$ cat config.mk
export PLATFORM = sky130hd
export DESIGN_NAME = button_reader
export DESIGN_NICKNAME = d
export VERILOG_FILES = /design/src/rtl/button_reader.sv
export SDC_FILE = /design/constraint.sdc
export NUM_CORES = 1
export LEC_CHECK = 0
export BUFFER_PORTS_ARGS = -buffer_cell sky130_fd_sc_hd__buf_2
export CORE_UTILIZATION = 40
export CTS_CLUSTER_DIAMETER = 50
export CTS_CLUSTER_SIZE = 14
export DETAILED_ROUTE_END_ITERATION = 10
export SLEW_MARGIN = 0
export SYNTH_ARGS = -nofsm -noshare
export SYNTH_HDL_FRONTEND = slang
export SYNTH_SLANG_ARGS = --single-unit
$ cat constraint.sdc
create_clock -name clk -period 2.51 [get_ports clk]
set_input_delay 0.251 -clock clk [delete_from_list [all_inputs] [get_ports clk]]
set_output_delay 0.251 -clock clk [all_outputs]
set_load 0.1 [all_outputs]
$ cat src/rtl/button_reader.sv
// Debounced active-low pushbutton reader: 2-flop synchroniser, dwell-count
// debounce, short/long hold classification and a wrapping press counter.
//
// Ports:
//   clk, rst_n     system clock, async active-low reset
//   btn_n          raw pin, low = pressed, asynchronous to clk
//   pressed        debounced level, high while the button is accepted down
//   press_pulse    1-cycle strobe on an accepted press
//   release_pulse  1-cycle strobe on an accepted release
//   short_press    1-cycle strobe with release_pulse when never long
//   long_press     1-cycle strobe when the hold timer expires while held
//   press_count    accepted presses, modulo 256
module button_reader #(
  parameter int DEBOUNCE_CYCLES = 250000,
  parameter int LONG_CYCLES     = 25000000
) (
  input  logic       clk,
  input  logic       rst_n,
  input  logic       btn_n,
  output logic       pressed,
  output logic       press_pulse,
  output logic       release_pulse,
  output logic       short_press,
  output logic       long_press,
  output logic [7:0] press_count
);

  localparam int DW = $clog2(DEBOUNCE_CYCLES + 1);
  localparam int HW = $clog2(LONG_CYCLES + 1);

  localparam logic [DW-1:0] DEB_LAST  = DW'(DEBOUNCE_CYCLES - 1);
  localparam logic [HW-1:0] HOLD_LAST = HW'(LONG_CYCLES - 1);

  typedef enum logic [2:0] {
    IDLE,
    DEB_PRESS,
    HELD,
    LONG_HELD,
    DEB_RELEASE
  } state_t;

  logic [1:0]    sync_q;
  logic          s;

  state_t        state_q, state_d;
  logic [DW-1:0] deb_q, deb_d;
  logic [HW-1:0] hold_q, hold_d;
  logic          was_long_q, was_long_d;
  logic [7:0]    count_q, count_d;

  logic          pressed_q, pressed_d;
  logic          press_q, press_d;
  logic          release_q, release_d;
  logic          short_q, short_d;
  logic          long_q, long_d;

  // Reset value 1 means the pin reads as released until sampled.
  always_ff @(posedge clk or negedge rst_n) begin
    if (!rst_n) begin
      sync_q <= 2'b11;
    end else begin
      sync_q <= {sync_q[0], btn_n};
    end
  end

  assign s = ~sync_q[1];

  always_ff @(posedge clk or negedge rst_n) begin
    if (!rst_n) begin
      state_q    <= IDLE;
      deb_q      <= '0;
      hold_q     <= '0;
      was_long_q <= 1'b0;
      count_q    <= '0;
      pressed_q  <= 1'b0;
      press_q    <= 1'b0;
      release_q  <= 1'b0;
      short_q    <= 1'b0;
      long_q     <= 1'b0;
    end else begin
      state_q    <= state_d;
      deb_q      <= deb_d;
      hold_q     <= hold_d;
      was_long_q <= was_long_d;
      count_q    <= count_d;
      pressed_q  <= pressed_d;
      press_q    <= press_d;
      release_q  <= release_d;
      short_q    <= short_d;
      long_q     <= long_d;
    end
  end

  always_comb begin
    state_d    = state_q;
    deb_d      = deb_q;
    hold_d     = hold_q;
    was_long_d = was_long_q;
    count_d    = count_q;
    press_d    = 1'b0;
    release_d  = 1'b0;
    short_d    = 1'b0;
    long_d     = 1'b0;

    unique case (state_q)
      IDLE: begin
        if (s) begin
          state_d = DEB_PRESS;
          deb_d   = DW'(1);
        end
      end
      DEB_PRESS: begin
        if (!s) begin
          state_d = IDLE;
        end else if (deb_q == DEB_LAST) begin
          state_d = HELD;
          press_d = 1'b1;
          hold_d  = '0;
          count_d = count_q + 8'd1;
        end else begin
          deb_d = deb_q + DW'(1);
        end
      end
      HELD: begin
        if (!s) begin
          state_d    = DEB_RELEASE;
          deb_d      = DW'(1);
          was_long_d = 1'b0;
        end else if (hold_q == HOLD_LAST) begin
          state_d = LONG_HELD;
          long_d  = 1'b1;
        end else begin
          hold_d = hold_q + HW'(1);
        end
      end
      LONG_HELD: begin
        if (!s) begin
          state_d    = DEB_RELEASE;
          deb_d      = DW'(1);
          was_long_d = 1'b1;
        end
      end
      DEB_RELEASE: begin
        // Bounce back keeps the hold count where it was.
        if (s) begin
          state_d = was_long_q ? LONG_HELD : HELD;
        end else if (deb_q == DEB_LAST) begin
          state_d   = IDLE;
          release_d = 1'b1;
          short_d   = ~was_long_q;
        end else begin
          deb_d = deb_q + DW'(1);
        end
      end
      default: begin
        state_d = IDLE;
      end
    endcase

    pressed_d = (state_d == HELD) ||
                (state_d == LONG_HELD) ||
                (state_d == DEB_RELEASE);
  end

  assign pressed       = pressed_q;
  assign press_pulse   = press_q;
  assign release_pulse = release_q;
  assign short_press   = short_q;
  assign long_press    = long_q;
  assign press_count   = count_q;

endmodule

# [After elaboration in Yosys (flattened, before gate mapping)]
# Index checks and enable logic that the tools add are counted.
[classes] add_sub_neg=3 eq_ne=18 muxes=35 n_bitwise=2 reduce_logical=11
[op_table] cell="$mux 25" n=4
[op_table] cell="$mux 18" n=5
[op_table] cell="$pmux 18 s4" n=1
[op_table] cell="$pmux 25 s2" n=1
[op_table] cell="$add 25x1->25 const B" n=1
[op_table] cell="$eq 25x25->1 const B" n=1
[op_table] cell="$mux 3" n=8
[op_table] cell="$add 18x1->18 const B" n=1
[op_table] cell="$eq 18x18->1 const B" n=1
[op_table] cell="$ne 2x2->1 const B" n=8
[op_table] cell="$pmux 3 s5" n=1
[op_table] cell="$mux 1" n=14
[op_table] cell="$eq 3x2->1 const B" n=4
[op_table] cell="$reduce_and 5->1" n=2
[op_table] cell="$add 8x1->8 const B" n=1
[op_table] cell="$eq 3x3->1 const B" n=2
[op_table] cell="$reduce_and 3->1" n=2
[op_table] cell="$reduce_bool 2->1" n=2
[op_table] cell="$reduce_bool 4->1" n=1
[op_table] cell="$eq 3x1->1 const B" n=1
[op_table] cell="$logic_not 3->1" n=1
[op_table] cell="$logic_or 1x1->1" n=2
[op_table] cell="$ne 2x1->1 const B" n=1
[op_table] cell="$not 1->1" n=2
[op_table] cell="2 further kinds" n=2
[totals] ff_bits=62 in_bits=3 out_inout_bits=13 word_cells=80

# [Depth between registers and ports, before layout]
[logic_depth] ltp_word=7 mapped_depth=8 mapped_depth_nobuf=6

# [Worst setup path before layout]
# Ideal clock, no wire load.
[synth_path] path_type="flip-flop to flip-flop" startpoint="register hold_q[7]" endpoint="register hold_q[22]" setup_ns=0.129 t_arrival_ns=2.026 required_ns=2.381 path_slack_ns=0.355 stages_incl_launch_ff=7 path_buffers=1 period_less_slack_ns=2.155 path_cell_list="dfrtp_1 -> buf_6 -> or4_1 -> or4_4 -> o211a_1 -> a41oi_1 -> a31oi_1"
[synth_via] elab_chain_cells=4 word_cells_on_any_way=7 classes_between="add/sub: 1; eq/ne: 2; mux: 3; reduce/logical: 1"
[synth_lines] item="start, declared" line="47" rtl="logic [HW-1:0] hold_q, hold_d;"
[synth_lines] item="start signal, assigned" line="83" rtl="hold_q <= hold_d;"
[synth_lines] item="$add 25x1->25" line="133" rtl="hold_d = hold_q + HW'(1);"
[synth_lines] item="$mux 25" line="129" rtl="end else if (hold_q == HOLD_LAST) begin"
[synth_lines] item="$mux 25" line="125" rtl="if (!s) begin"
[synth_lines] item="$pmux 25 s2" line="105" rtl="unique case (state_q)"
# Parallel ways exist; a longest one is shown, timed or not. The select of a mux whose other input is x is not followed.
# A chain may end at the register's enable or synchronous reset.

# [Worst setup path after layout]
[layout_path] startpoint="register hold_q[8]" endpoint="register hold_q[20]"
# Same word-level chain as after synthesis.

==> results.ini <==
[cts]
clk_pin_slew_ns=0.07
clock_path_buffers=2
cts_sinks=62
clk_latency_ns=0.34
cts-root-buf=clkbuf_8
cts_tree=done
h-tree-depth=3
numCtsBuffers=9

[detailed_routing]
routed_wl_um=8330
wl_per_cell_um=16.1
drt_pass1_iterations=4
vias=3063
drc=0
ant_nets=0
drt_iter0_markers=166
via_per_inst=5.90

[place]
hpwl_um=5810
io_buffers=15
place.gp.congestion=0.900
dp_cells=501

[logic_synthesis]
synthFlopType=dfrtp_1
synth.top_cell.area_share=0.428
ys_types=58
synth.area.top_cells=dfrtp_1 (43%), o31ai_1 (5.1%), nand2_1 (4.0%)
ys_seq_elements=62
synth_fp_nets=383
async_flop_share=1.00
syn_area_um2=3500
synth-edff-count=0
synthCells=377
ys_warn_count=0
ys_seq_area_frac=0.443
synth_area_leader_cell=dfrtp_1
postSynthAreaPerCell_um2=9.30

[global_routing]
grt_pass1_vias=2862
grt-ovfl-total=0
grt_pass1_wl_um=13900
gr-usage-all-layers=0.199
grt_antenna_before_repair=0
grt_max_degree=38

[sta]
clock.fmax_mhz=425
grt_setup_unrepaired=no
setup_violations=0
finalSetupTns_ns=0
finalHoldViolCount=0
tightest_slew_ns=0.606
finalMaxSlewViolations=0
hold_ws_ns=0.356
relSlewSlack=0.596
fin_crit_sh=0.937
worst_clock_skew_ns=0.0141
period_needed_ns=2.35

[die]
die_w_um=95.6
num_rows=33
die_h_um=95.6
io_pins=16
core-area_um2=8340
die-area_um2=9140
start_util=0.420

[hold_path]
min_path_type=reg -> reg
min_path_cells=0

[outcome]
status=finished clean

[layout]
n_fill_cell=812
final_common_cell=dfrtp_1
diodes=0
layout_common_cells=dfrtp_1 (60), nand2_1 (37), nor2_1 (24), o31ai_1 (24)
layout.cells.non_filler=519
syn_to_final_growth_pct=15.5
drive_above_1_share=0.171
nets=415

[worst_setup_path]
worstPathRequired_ns=2.77
crit_fanout=16
ff2ff_path_depth=5
crit_type=reg -> reg
crit_path_end_kind=flop
cp.arrival_ns=2.61
start_kind=flop

[pwr]
vdd_ir_drop_max_mv=0.284
power_leakage_nw=1.71
powerDensity_nw_per_um2=521

[flow_run]
max-cap-violations=0

==> state kept, by name, indices dropped and copies added, names as in the netlist <==
register / count
pressed: 1
release_pulse: 1
press_pulse: 1
was_long_q: 1
short_press: 1
state_q: 3
deb_q: 18
sync_q: 2
hold_q: 25
long_press: 1
press_count: 8
==> per-layer routing <==
metal / wire (um) / vias to the layer above / part of all wire / global-route usage
met3: 333 / 11 / 0.040 / 0.0399
met2: 3640 / 61 / 0.44 / 0.301
met4: 126 / 0 / 0.015 / 0.0709
li1: - / 1495 / - / -
met1: 4230 / 1496 / 0.51 / 0.282
met5: 0 / - / 0 / 0
==> layout make-up <==
type                            count  area [um2]  share of cell area
Inverter                           12        45.0              0.0111
Sequential cell                    62        1550               0.384
Tap cell                          105         131              0.0324
Clock inverter                      6        86.3              0.0213
Clock buffer                       10         128              0.0315
Timing Repair Buffer               40         293              0.0723
Multi-Input combinational cell    284        1810               0.447
==> cell families after synthesis <==
logic type,count (synthesis),share of synthesized area
xor+xnor,10,0.0250
compound gates,95,0.195
flops,62,0.443
mux,4,0.0125
simple gates,172,0.273
buf+inv,31,0.0396
fa+ha+maj,3,0.0107
==> path summary, 6_finish.rpt <==
path	start	slack, ns	endpoint
hold / removal	sync_q[0]$_DFF_PN1_	0.36	sync_q[1]$_DFF_PN1_
setup / recovery	hold_q[8]$_DFFE_PN0P_	0.16	hold_q[20]$_DFFE_PN0P_
setup reg to reg	hold_q[8]$_DFFE_PN0P_	0.16	hold_q[20]$_DFFE_PN0P_
max in group asynchronous	rst_n	1.36	sync_q[0]$_DFF_PN1_
hold reg to reg	sync_q[0]$_DFF_PN1_	0.36	sync_q[1]$_DFF_PN1_
min in group asynchronous	rst_n	0.46	press_count[3]$_DFFE_PN0P_
==> Yosys cell counts, types with 5 or more instances <==
master,number
o21ai_0,10
o31ai_1,24
nand4_1,15
clkbuf_1,11
nor3_1,8
nor2b_1,7
o211ai_1,9
dfrtp_1,60
nand2b_1,5
and3_1,6
nor2_1,24
nand2_1,37
nor4_1,5
buf_2,6
xnor2_1,6
a31oi_1,5
inv_1,12
or4_1,17
nand3_1,21
a21oi_1,18
==> critical path, cell delays in order (launching register included) <==
cell     delay, ns
dfrtp_1       0.46
or4_1         0.55
or4_4         0.52
o21ai_4       0.42
nor2_1        0.13
a31oi_1       0.19
==> through the flow <==
step                total power [mW]  worst slack (ns)  utilization  instance area [um2]
CTS                             2.13             0.167        0.484                 4040
finish                          2.11             0.159        0.485                 4050
detailed placement              1.16             0.182        0.457                 3810
floorplan                       1.11             0.355            -                 3500
global route                    2.20            0.0303        0.485                 4050
global placement                1.16             0.222        0.457                 3810
==> power by group <==
part	total, mW	switching [mW]	internal [mW]
Combinational	0.112	0.0697	0.0425
Sequential	1.03	0.0168	1.01
Clock	0.966	0.408	0.558
Total	2.11	0.495	1.61
==> repair_timing <==
action,in CTS,in global routing
hold buffers,1,1
hold endpoints to repair,25,1
buffers inserted,0,0
resized for setup,0,0
(Power assumes the default switching activity.)
